### src/rtl/shared_wire_arbiter.sv
// Round-robin arbiter for a shared x/y wire pair with hold-time preemption.
// The owner drives o_x/o_y; ownership changes always pass through one idle TURN cycle.
module shared_wire_arbiter #(
    parameter int N_REQ    = 2,
    parameter int MAX_HOLD = 8
) (
    input  logic             i_sclk,
    input  logic             i_arst_n,
    input  logic [N_REQ-1:0] i_req,
    input  logic [N_REQ-1:0] i_x,
    input  logic [N_REQ-1:0] i_y,
    input  logic             i_mode,
    output logic [N_REQ-1:0] o_gnt,
    output logic             o_x,
    output logic             o_y,
    output logic             o_z,
    output logic             o_busy,
    output logic             o_timeout
);

    localparam int PTR_W = $clog2(N_REQ);
    localparam int CNT_W = $clog2(MAX_HOLD + 1);

    typedef enum logic [1:0] {
        ST_IDLE,
        ST_GRANT,
        ST_TURN
    } state_t;

    state_t             state_q, state_d;
    logic [PTR_W-1:0]   rr_ptr_q, rr_ptr_d;
    logic [PTR_W-1:0]   owner_q, owner_d;
    logic [PTR_W-1:0]   pick;
    logic [CNT_W-1:0]   hold_cnt_q, hold_cnt_d;
    logic [N_REQ-1:0]   gnt_d;
    logic               timeout_q, timeout_d;
    logic               any_req, owner_req, others_req, hold_full;

    function automatic logic [PTR_W-1:0] wrap_add(input logic [PTR_W-1:0] base, input int off);
        int sum;
        sum = int'(base) + off;
        if (sum >= N_REQ) sum = sum - N_REQ;
        return PTR_W'(sum);
    endfunction

    // Scan offsets from the highest down so the last hit is the first requester at/after rr_ptr.
    always_comb begin
        pick = rr_ptr_q;
        for (int k = N_REQ - 1; k >= 0; k--) begin
            if (i_req[wrap_add(rr_ptr_q, k)]) pick = wrap_add(rr_ptr_q, k);
        end
    end

    assign any_req    = |i_req;
    assign owner_req  = i_req[owner_q];
    assign others_req = |(i_req & ~(N_REQ'(1) << owner_q));
    assign hold_full  = (hold_cnt_q == CNT_W'(MAX_HOLD));

    // NOTE: every signal gets a default before the case so no path can infer a latch.
    always_comb begin
        state_d    = state_q;
        rr_ptr_d   = rr_ptr_q;
        owner_d    = owner_q;
        hold_cnt_d = '0;
        gnt_d      = '0;
        timeout_d  = 1'b0;
        case (state_q)
            ST_IDLE, ST_TURN: begin
                if (any_req) begin
                    state_d    = ST_GRANT;
                    owner_d    = pick;
                    gnt_d      = N_REQ'(1) << pick;
                    hold_cnt_d = CNT_W'(1);
                end else begin
                    state_d = ST_IDLE;
                end
            end
            ST_GRANT: begin
                if (!owner_req || (hold_full && others_req)) begin
                    state_d   = ST_TURN;
                    rr_ptr_d  = wrap_add(owner_q, 1);
                    timeout_d = owner_req;
                end else begin
                    gnt_d      = o_gnt;
                    hold_cnt_d = hold_full ? hold_cnt_q : hold_cnt_q + CNT_W'(1);
                end
            end
            default: state_d = ST_IDLE;
        endcase
    end

    // NOTE: sequential state uses non-blocking assignments so every register samples pre-edge values.
    always_ff @(posedge i_sclk or negedge i_arst_n) begin
        if (!i_arst_n) begin
            state_q    <= ST_IDLE;
            rr_ptr_q   <= '0;
            owner_q    <= '0;
            hold_cnt_q <= '0;
            o_gnt      <= '0;
            timeout_q  <= 1'b0;
        end else begin
            state_q    <= state_d;
            rr_ptr_q   <= rr_ptr_d;
            owner_q    <= owner_d;
            hold_cnt_q <= hold_cnt_d;
            o_gnt      <= gnt_d;
            timeout_q  <= timeout_d;
        end
    end

    // o_gnt is one-hot or zero, so masking selects the owner's bit and yields 0 when unowned.
    assign o_x       = |(i_x & o_gnt);
    assign o_y       = |(i_y & o_gnt);
    assign o_z       = i_mode ? (o_x & o_y) : (o_x | o_y);
    assign o_busy    = |o_gnt;
    assign o_timeout = timeout_q;

endmodule

### config.mk
export PLATFORM = sky130hd
export DESIGN_NAME = shared_wire_arbiter
export DESIGN_NICKNAME = d
export VERILOG_FILES = /design/src/rtl/shared_wire_arbiter.sv
export SDC_FILE = /design/constraint.sdc
export NUM_CORES = 1
export LEC_CHECK = 0
export BUFFER_PORTS_ARGS = -buffer_cell sky130_fd_sc_hd__buf_2
export CAP_MARGIN = 30
export CORE_MARGIN = 4
export CORE_UTILIZATION = 44
export DETAILED_ROUTE_END_ITERATION = 8
export PLACE_DENSITY = 0.71
export REMOVE_ABC_BUFFERS = 1
export SETUP_SLACK_MARGIN = 0.3
export SYNTH_ARGS = -nofsm -noshare
export SYNTH_HDL_FRONTEND = slang
export SYNTH_SLANG_ARGS = --single-unit
### constraint.sdc
create_clock -name i_sclk -period 1.49 [get_ports i_sclk]
set_input_delay 0.2235 -clock i_sclk [delete_from_list [all_inputs] [get_ports i_sclk]]
set_output_delay 0.2235 -clock i_sclk [all_outputs]
set_load 0.01 [all_outputs]
## Yosys cells after proc, flatten, opt, wreduce, memory -nomap -nowiden

Cells that the tools add are included.
Widths: inputs -> output; s select.

| word-level totals | value |
|---|---|
| register bits after elaboration | 11 |
| input port bits | 9 |
| output and inout port bits | 7 |
| logic and storage cells | 67 |

| cells by class | value |
|---|---|
| $add $sub $neg | 6 |
| $lt $le $gt $ge | 6 |
| equal/unequal tests | 5 |
| shifts and indexed selects | 2 |
| multiplexer cells | 24 |
| bitwise operators | 6 |
| reductions and logical operators | 12 |

Operators with widths:

| cell | number |
|---|---|
| $mux 1 | 16 |
| $reduce_or 2->1 | 6 |
| $mux 4 | 2 |
| $pmux 2 s2 | 2 |
| $pmux 4 s2 | 1 |
| $and 2x2->2 | 3 |
| $lt 1x2->1 const B | 3 |
| $mux 2 | 3 |
| $add 1x1->2 const B | 2 |
| $add 4x1->4 const B | 1 |
| $eq 4x4->1 const B | 1 |
| $ge 2x2->1 const B | 2 |
| $reduce_and 2->1 | 2 |
| $shl 1x1->2 const A | 2 |
| $ne 3x3->1 const B | 1 |
| $sub 1x1->1 const B | 3 |
| $eq 2x1->1 const B | 1 |
| $eq 2x2->1 const B | 1 |
| $ge 1x2->1 const B | 1 |
| $logic_not 2->1 | 1 |
| $ne 2x2->1 const B | 1 |
| $not 2->2 | 1 |
| $and 1x1->1 | 1 |
| $logic_and 1x1->1 | 1 |
| 3 further kinds | 3 |

## Longest topological paths before layout

| depth | value |
|---|---|
| depth after elaboration | 10 |
| depth in mapped cells | 7 |
| gate-level depth less buffers | 6 |

## Worst setup path after synthesis

Ideal clock, no wire load.

| timing path | value |
|---|---|
| path kind | register to register |
| from | register hold_cnt_q[0] |
| to | register hold_cnt_q[0] |
| library setup time | 135 ps |
| data arrival time | 1404 ps |
| required time | 1355 ps |
| path slack | -49 ps |
| stages on the path, launching flop included | 8 |
| buffers on the path | 1 |
| clock period less this slack | 1539 ps |
| cell sequence | dfrtp_1 inv_1 ha_1 and3b_1 buf_2 a211o_1 nor3_2 a21oi_1 |

| between the ends | value |
|---|---|
| word-level cells in the longest chain between the ends | 5 |
| elaborated cells between the ends (all ways) | 8 |
| classes of those cells | add/sub (1); eq/ne (2); mux (3); reduce/logical (2) |

RTL lines:

| item | RTL line | RTL |
|---|---|---|
| from (decl) | 34 | `logic [CNT_W-1:0] hold_cnt_q, hold_cnt_d;` |
| from (signal assigned) | 105 | `hold_cnt_q <= hold_cnt_d;` |
| parallel branches: the longest is 5 deep, another holds $add 4x1->4 | n/a |  |

Several ways; the timed one is not identified. The select of a mux whose other input is x is not followed.
A chain may end at the register's enable or synchronous reset.

## Worst setup path after layout

| timing path | value |
|---|---|
| from | register owner_q |
| to | register hold_cnt_q[0] |

| between the ends | value |
|---|---|
| word-level cells in the longest chain between the ends | 8 |
| elaborated cells between the ends (all ways) | 12 |
| classes of those cells | eq/ne (1); shift (1); mux (4); bitwise (2); reduce/logical (4) |

RTL lines:

| item | RTL line | RTL |
|---|---|---|
| from (decl) | 32 | `logic [PTR_W-1:0] owner_q, owner_d;` |
| from (signal assigned) | 104 | `owner_q <= owner_d;` |
| $shl 1x1->2 | 56 | `assign others_req = \|(i_req & ~(N_REQ'(1) << owner_q));` |
| $not 2->2 | 56 |  |
| $and 2x2->2 | 56 |  |
| $reduce_or 2->1 | 56 |  |
| $logic_and 1x1->1 | 79 | `if (!owner_req \|\| (hold_full && others_req)) begin` |
| $logic_or 1x1->1 * | 79 |  |
| $mux 4 | 79 |  |
| $pmux 4 s2 | 67 | `case (state_q)` |

Mark *: on every way between the ends. The rest lies on a longest branch, timed or not. The select of a mux whose other input is x is not followed.

==> implementation parameters <==
Parameter                              Value

Floorplanning
  Horizontal die dimension    45.9 um
  Vert. Die Dim    45.9 um
  Initial cell density of the core    47.4%
  Area of the die    2110 sq um
  Total number of placement rows    13
  Number of ports placed on the die boundary    16
  Floorplan core area    1330 sq um

Synthesis
  Post-synth top cells    nand2_1, dfrtp_1, nor2_1, inv_1, a21oi_1
  Average cell area after synthesis    9.57 sq um
  Share of synthesized registers carrying an async set or reset    100%
  Leading area contributor after synthesis    dfrtp_1
  Synth cell types    34
  Count of flip-flops with a built-in enable after synthesis    0
  Netlist Area Pre-Place    632 sq um
  Sequential element share of the synthesized area    43.6%
  Number of flip-flops and latches in the synthesized netlist    11
  Top FF cell, synth    dfrtp_1
  Fraction of synthesized cell area taken by the top area cell type    43.6%
  Synthesis warning total    0
  Syn Inst Count    66
  Most used standard cell by instance count after synthesis    nand2_1
  Synth area leaders    dfrtp_1, nand2_1, ha_1

GRT
  Pin count of the biggest net entering global routing    12
  Global-route congestion overflow total    0
  Via count of the first global-routing pass    631
  Wire length of the first global-routing pass    2990 um
  Total GRT Usage    20.7%
  Antenna violations before repair    0

Power
  PD cells    1840 nW/um^2
  Leakage power total    0.461 nW
  Maximum VDD drop    1.18 mV

Drt
  Count of antenna-violating nets left after detailed routing    0
  Detailed Routing Iterations Pass 1    4
  1st-iter DRT viols    29
  Via Count    637
  DRC Markers    0
  Sum of routed wire length over all layers    1940 um
  Vias per inst    5.54
  Routed wire length per instance    16.8 um

STA
  Unrepaired setup endpoints after global routing    true
  Final critical-path required period    1.48 ns
  Worst Setup Slack, final    0.00531 ns
  Final max-slew violation count    0
  Final number of hold-violating endpoints    0
  Maximum achievable frequency    674 MHz
  Final clock period utilization by the worst path    99.6%
  Relative slew margins    69.1%
  Number of setup violations in the final report    0
  Slew @ Worst Pin    0.463 ns
  Worst Skew    0.00289 ns

Place
  DPL Wire Length    1120 um
  Worst-case setup slack after placement    0.0206 ns
  Final weighted congestion in routability-driven placement    0.848
  IO buf count    15
  Count of placed standard cells including taps    97

Critical path
  Required time of the critical path    1.63 ns
  Sort of element at the end of the critical path    register
  Critical path arrival    1.62 ns
  Depth of the most critical reg-to-reg path    4
  Reg2Reg Setup Slack    0.005 ns
  Startpoint types    register
  Crit Path Max Fanout    5
  Critical path type    register to register

Final layout
  Register Area    277 sq um
  Share of post-route cells with drive strength above 1    54.0%
  Layout net count    112
  Area of combinational cells with multiple inputs    383 sq um
  Number of fill cells in the layout    91
  Antenna diode count    0
  Area grow syn2layout    51.9%
  Final instance count without filler cells    115

Run status
  Outcome    completed

Worst hold path
  Hold depth    2
  Worst hold path class    input port to register

Clocking
  Clock tree from TritonCTS    built
  Clock slew at reported path FFs    0.07 ns
  Insertion delay of the later-clocked pin in the worst-skew pair    0.26 ns
  Clock tree buffer depth    2
  H-tree depth reported by CTS    1
  TritonCTS Buffers    3
  Clock net sink count    11
  Root buf cell    clkbuf_4

Flow run
  Max-cap violation count    0
## metrics by stage
step / power (W) / instance area [sq um] / setup TNS [ns] / utilization (%) / hold slack, ns
5_1_grt: 0.00188 / 960 / -0.139 / 72.0 / 0.293
4_1_cts: 0.00161 / 901 / 0 / 67.5 / 0.257
3_5_place_dp: 0.00114 / 738 / 0 / 55.3 / 0.108
6_report: 0.00176 / 960 / 0 / 72.0 / 0.284
3_3_place_gp: 0.00112 / 738 / 0 / 55.3 / 0.107
2_1_floorplan: 0.000882 / 607 / 0 / - / -0.0721
## area by class of cell
cell class	count	share of cell area, %
sequential	11	28.8
multi-input combinational	47	39.9
tap	15	1.96
timing repair buffer	34	25.0
inverter	4	1.56
clock buffer	4	2.74
## cell usage in the layout (no fill, tap or decap), types with 2 or more instances in the layout
cell type | Yosys | layout
nor2_1 | 5 | 4
a22o_1 | 2 | 2
nand2_1 | 12 | 11
a21oi_1 | 3 | 2
buf_2 | 1 | 13
inv_2 | 0 | 2
ha_4 | 0 | 2
inv_1 | 4 | 2
buf_4 | 0 | 16
clkbuf_4 | 0 | 3
dfrtp_1 | 11 | 10
buf_6 | 1 | 4
nor3_2 | 1 | 2
## worst max-delay path: stages (launching register included)
cell and delay [ns]:
dfrtp_2 0.46, mux2_4 0.35, a211o_1 0.38, nor3_2 0.12
a21oi_1 0.05
## cell families after synthesis
| logic type | synth area share [%] |
|---|---|
| mux | 3.96 |
| simple gates | 20.2 |
| fa+ha+maj | 3.96 |
| compound gates | 19.2 |
| flops | 43.6 |
| buf+inv | 6.33 |
| xor+xnor | 2.77 |
## power breakdown
| part | internal (W) | leakage [nW] | total, W | switching (W) |
|---|---|---|---|---|
| logic | 0.000561 | 0.307 | 0.00107 | 0.000507 |
| clock network | 0.000104 | 0.0150 | 0.000197 | 0.0000939 |
| registers | 0.000400 | 0.138 | 0.000497 | 0.0000965 |
| total | 0.00107 | 0.461 | 0.00176 | 0.000698 |
## metal layers
| metal | up-vias | global-route usage (%) | share of wire, % |
|---|---|---|---|
| li1 | 295 | - | - |
| met1 | 325 | 23.6 | 42 |
| met2 | 13 | 36.0 | 53 |
| met3 | 4 | 7.51 | 4.1 |
| met4 | 0 | 5.11 | 1.1 |
| met5 | - | 0 | 0 |
## timing repair
action                                  CTS  global route
endpoints found under the setup margin   14            16
setup buffers                            11             2
resized for setup                        12             9
hold buffers                              1             0
pin swaps                                 6            11
hold endpoints to repair                 11             0
## path summary, 6_finish.rpt
kind,endpoint,start
max in group asynchronous,owner_q,i_arst_n
hold / removal,state_q[1],i_req[1]
setup / recovery,hold_cnt_q[0],owner_q
setup reg to reg,hold_cnt_q[0],owner_q
hold reg to reg,rr_ptr_q,rr_ptr_q
min in group asynchronous,o_timeout,i_arst_n
## state kept, by name, summed over array words and instances (netlist names)
| signal | count |
|---|---|
| owner_q | 1 |
| state_q | 2 |
| o_timeout | 1 |
| rr_ptr_q | 1 |
| hold_cnt_q | 4 |
| o_gnt | 2 |
No activity file was read; power rests on OpenSTA's default activity.
